File: config.mk
export PLATFORM = sky130hd
export DESIGN_NAME = mux_n_sel
export DESIGN_NICKNAME = d
export VERILOG_FILES = /design/src/rtl/mux_n_sel.sv
export SDC_FILE = /design/constraint.sdc
export NUM_CORES = 1
export LEC_CHECK = 0
export CORE_ASPECT_RATIO = 1.25
export CORE_MARGIN = 5
export CORE_UTILIZATION = 25
export CTS_CLUSTER_SIZE = 25
export DETAILED_ROUTE_END_ITERATION = 8
export GPL_ROUTABILITY_DRIVEN = 0
export PLACE_DENSITY = 0.67
export SYNTH_ARGS = -nofsm -noshare
export SYNTH_HDL_FRONTEND = slang
export SYNTH_SLANG_ARGS = --single-unit
File: constraint.sdc
create_clock -name clk -period 3.8 [get_ports clk]
set_input_delay 0.38 -clock clk [delete_from_list [all_inputs] [get_ports clk]]
set_output_delay 0.38 -clock clk [all_outputs]
set_load 0.02 [all_outputs]
File: src/rtl/mux_n_sel.sv
// N-channel valid/ready selector feeding a single registered output slot.
// Round-robin selection is built only when MUX_N_SEL_RR_EN is defined; otherwise fixed select.
module mux_n_sel #(
  parameter int WIDTH = 16,
  parameter int N     = 4,
  localparam int SW   = (N > 1) ? $clog2(N) : 1
) (
  input  logic                 clk,
  input  logic                 rst_n,
  input  logic                 mode,
  input  logic [SW-1:0]        sel,
  input  logic [N*WIDTH-1:0]   in_data,
  input  logic [N-1:0]         in_valid,
  output logic [N-1:0]         in_ready,
  output logic [WIDTH-1:0]     out_data,
  output logic                 out_valid,
  input  logic                 out_ready,
  output logic [SW-1:0]        out_chan
);

  logic             out_valid_q, out_valid_d;
  logic [WIDTH-1:0] out_data_q, out_data_d;
  logic [SW-1:0]    out_chan_q, out_chan_d;

  logic             fix_vld;
  logic             grant_vld;
  logic [SW-1:0]    grant_idx;
  logic             can_accept;
  logic             xfer;

  // Fixed select only grants an in-range index whose channel is valid.
  always_comb begin
    fix_vld = 1'b0;
    if (int'(sel) < N) fix_vld = in_valid[sel];
  end

`ifdef MUX_N_SEL_RR_EN
  logic [SW-1:0] ptr_q, ptr_d;
  logic          rr_vld;
  logic [SW-1:0] rr_idx;

  // Scan from the far end back toward ptr so the channel closest to ptr wins.
  always_comb begin
    int c;
    rr_vld = 1'b0;
    rr_idx = '0;
    for (int k = N - 1; k >= 0; k--) begin
      c = int'(ptr_q) + k;
      if (c >= N) c = c - N;
      if (in_valid[SW'(c)]) begin
        rr_vld = 1'b1;
        rr_idx = SW'(c);
      end
    end
  end

  assign grant_vld = mode ? rr_vld : fix_vld;
  assign grant_idx = mode ? rr_idx : sel;

  always_comb begin
    ptr_d = ptr_q;
    if (xfer && mode) ptr_d = (grant_idx == SW'(N - 1)) ? '0 : grant_idx + SW'(1);
  end

  always_ff @(posedge clk) begin
    if (!rst_n) ptr_q <= '0;
    else        ptr_q <= ptr_d;
  end
`else
  logic unused_mode;
  assign unused_mode = mode;
  assign grant_vld   = fix_vld;
  assign grant_idx   = sel;
`endif

  assign can_accept = !out_valid_q | out_ready;
  assign xfer       = rst_n & grant_vld & can_accept;

  always_comb begin
    in_ready = '0;
    if (xfer) in_ready[grant_idx] = 1'b1;
  end

  // A transfer reloads the slot even while it drains, so throughput stays at one word per cycle.
  always_comb begin
    out_valid_d = out_valid_q;
    out_data_d  = out_data_q;
    out_chan_d  = out_chan_q;
    if (xfer) begin
      out_valid_d = 1'b1;
      out_data_d  = in_data[int'(grant_idx)*WIDTH +: WIDTH];
      out_chan_d  = grant_idx;
    end else if (out_ready) begin
      out_valid_d = 1'b0;
    end
  end

  always_ff @(posedge clk) begin
    if (!rst_n) begin
      out_valid_q <= 1'b0;
      out_data_q  <= '0;
      out_chan_q  <= '0;
    end else begin
      out_valid_q <= out_valid_d;
      out_data_q  <= out_data_d;
      out_chan_q  <= out_chan_d;
    end
  end

  assign out_valid = out_valid_q;
  assign out_data  = out_data_q;
  assign out_chan  = out_chan_q;

endmodule
==> flow_summary.yaml <==
routing:
  wire_per_inst_um: 15.26
  drtAntennaViolNets: 0
  routed_via_density: 4.916
  drt-initial-drc-count: 78
  dr_total_vias: 1406
  drt_first_pass_iters: 4
  wl_um: 4365
  drc: 0
setup_path:
  path_class: "in2out"
  required_ns: 3.42
  setup.worst_path.start: "sel[1]"
  crit_fanout: 12
  crit_path_end_kind: "output pin"
  worstReg2RegStart: "out_valid"
  startpoint_type: "input port"
  crit_arrival_ns: 2.51
die:
  chipHeight_um: 93.18
  dieWidth_um: 76.55
  core_area_um2: 5405
  io_pins: 97
  start_util_pct: 25.60
  row_count: 30
  die_area_um2: 7132
synthesis:
  yosys.cell_types.count: 24
  synth-xor-area-share_pct: 0
  synth.avg_cell_area_um2: 10.25
  synthSimpleGateAreaFrac_pct: 10.94
  synth_cells: 135
  synth_top_family_by_area: "multiplexers"
  synth_nets: 209
  yosys.area_share.adder_pct: 0
  ys_seq_area_share_pct: 27.49
  synth.cell_area_um2: 1384
  synth_compound_area_share_pct: 20.98
  yosys_register_bits: 19
  synthMuxAreaShare_pct: 28.48
  yosys_warnings: 0
layout:
  layout_common_cells: "clkdlybuf4s50_1 (95), inv_1 (19), dfxtp_1 (19)"
  layout_commonest_cell: "clkdlybuf4s50_1"
  n_antenna_cell: 0
  utilization_pct: 44.51
  final_area_um2: 2406
  nets: 297
  drive_gt1_share_pct: 19.82
  area_delta_synth_final_pct: 73.87
  fillers: 531
  final_cells: 286
grt:
  antenna_found_initial: 0
  grt_use_total_pct: 11.75
  grt_pass1_wl_um: 6900
  grt_overflow: 0
  grt_start_max_net_pins: 38
  grt_pass1_vias: 1430
place:
  hpwl_um: 3387
  dp.cells: 282
  place_area_um2: 2360
  port-buffer-count: 95
cts:
  holdBufCountCts: 0
  cts_tree: "built"
  post-cts-setup-buffers: 0
  cts.htree.levels: 1
  cts_resized: 0
  cts.sinks: 19
  numCtsBuffers: 3
  cts.clk_slew.worst_paths_ns: 0.07
  clock_latency_ns: 0.25
  cts_buffer_depth: 2
  root_buffer: "clkbuf_8"
power:
  ir_drop_v: 0.0001109
  p_per_area_nw_per_um2: 246.9
  total_leakage_power_nw: 0.8016
timing:
  finalMaxSlewViolations: 0
  max_freq_mhz: 346.3
  hold_viol_final: 0
  finalSetupTns_ns: 0
  clock_skew_ns: 0.004485
  relSlewSlack_pct: 53.90
  rsz0062_at_grt: "no"
  finalCritPeriodShare_pct: 75.99
  tightest_slew_ns: 0.6872
  setup_viol: 0
  period_needed_ns: 2.887
job:
  cap_violations: 0
run_status:
  status: "complete, no violations"
worst_hold_path:
  worstHoldStart: "out_data[2]"
  hold_path_class: "reg2reg"
-- worst paths after layout --
| check | to | slack [ns] | cells past startpoint |
|---|---|---|---|
| worst min-delay path | out_data[2] | 0.53 | 3 |
| worst max-delay path | in_ready[3] | 0.91 | 5 |
| worst min register to register | out_data[2] | 0.53 | 3 |
| worst max register to register | out_chan[0] | 2.55 | 4 |
-- routing by layer --
layer	share of wire, %	wire (µm)	track usage (%)	vias up
li1	-	-	-	693
met1	42	1833	15.24	652
met2	50	2176	19.14	55
met3	6.1	266	2.216	6
met4	2.0	87	4.810	0
met5	0	0	0	-
-- cells by family (layout without fill, tap and decap cells) --
group,count (synthesis),in the layout
mux,18,18
simple gates,24,24
buf+inv,37,124
flops,19,19
compound gates,37,37
-- worst max-delay path, stage by stage --
cell and delay [ns]:
clkdlybuf4s50_1 0.82, mux2_2 0.40, and4_1 0.22, and2_1 0.16
clkdlybuf4s50_1 0.53
-- synthesized netlist by cell type --
cell type	count	area [µm²]
buf_1	2	7.510
a21oi_1	8	40.04
clkinv_1	1	3.750
o21a_1	1	7.510
mux4_2	17	382.9
nor3_1	1	5.000
buf_2	2	10.01
a31oi_1	1	6.260
a31o_1	10	87.58
nand2b_1	1	6.260
a21oi_2	10	87.58
and4_1	1	8.760
nand4_1	17	106.4
a31o_2	7	61.31
nand3_1	1	5.000
mux2_2	1	11.26
buf_6	3	33.78
dfxtp_1	19	380.4
buf_4	1	7.510
nor2b_1	1	6.260
nor3b_1	1	7.510
clkbuf_1	9	33.78
inv_1	19	71.32
and2_1	1	6.260
-- state kept, by name (all words and copies together), names as in the netlist --
signal and cells:
out_chan 2, out_valid 1, out_data 16
-- per-stage QoR --
stage	hold WS, ns	worst slack [ns]	power (mW)
after floorplan	0.5814	1.701	0.3442
after global routing	0.5646	0.8036	0.6247
after detailed placement	0.5216	0.9166	0.4588
final	0.5307	0.9125	0.5942
after CTS	0.5321	0.9079	0.5982
after global placement	0.5190	0.9191	0.4560
-- layout make-up --
cell class | count | area, µm² | area share, %
repair buffers | 100 | 988.4 | 41.08
flip-flops and latches | 19 | 380.4 | 15.81
clock buffers | 3 | 41.29 | 1.716
clock inverters | 1 | 5.005 | 0.2080
inverters | 20 | 75.07 | 3.120
multi-input cells | 79 | 835.8 | 34.74
well taps | 64 | 80.08 | 3.328
-- power by group --
part / internal (mW) / switching (mW)
logic: 0.141 / 0.0921
registers: 0.213 / 0.00679
clock network: 0.0729 / 0.0689
No activity file was read; power rests on OpenSTA's default activity.
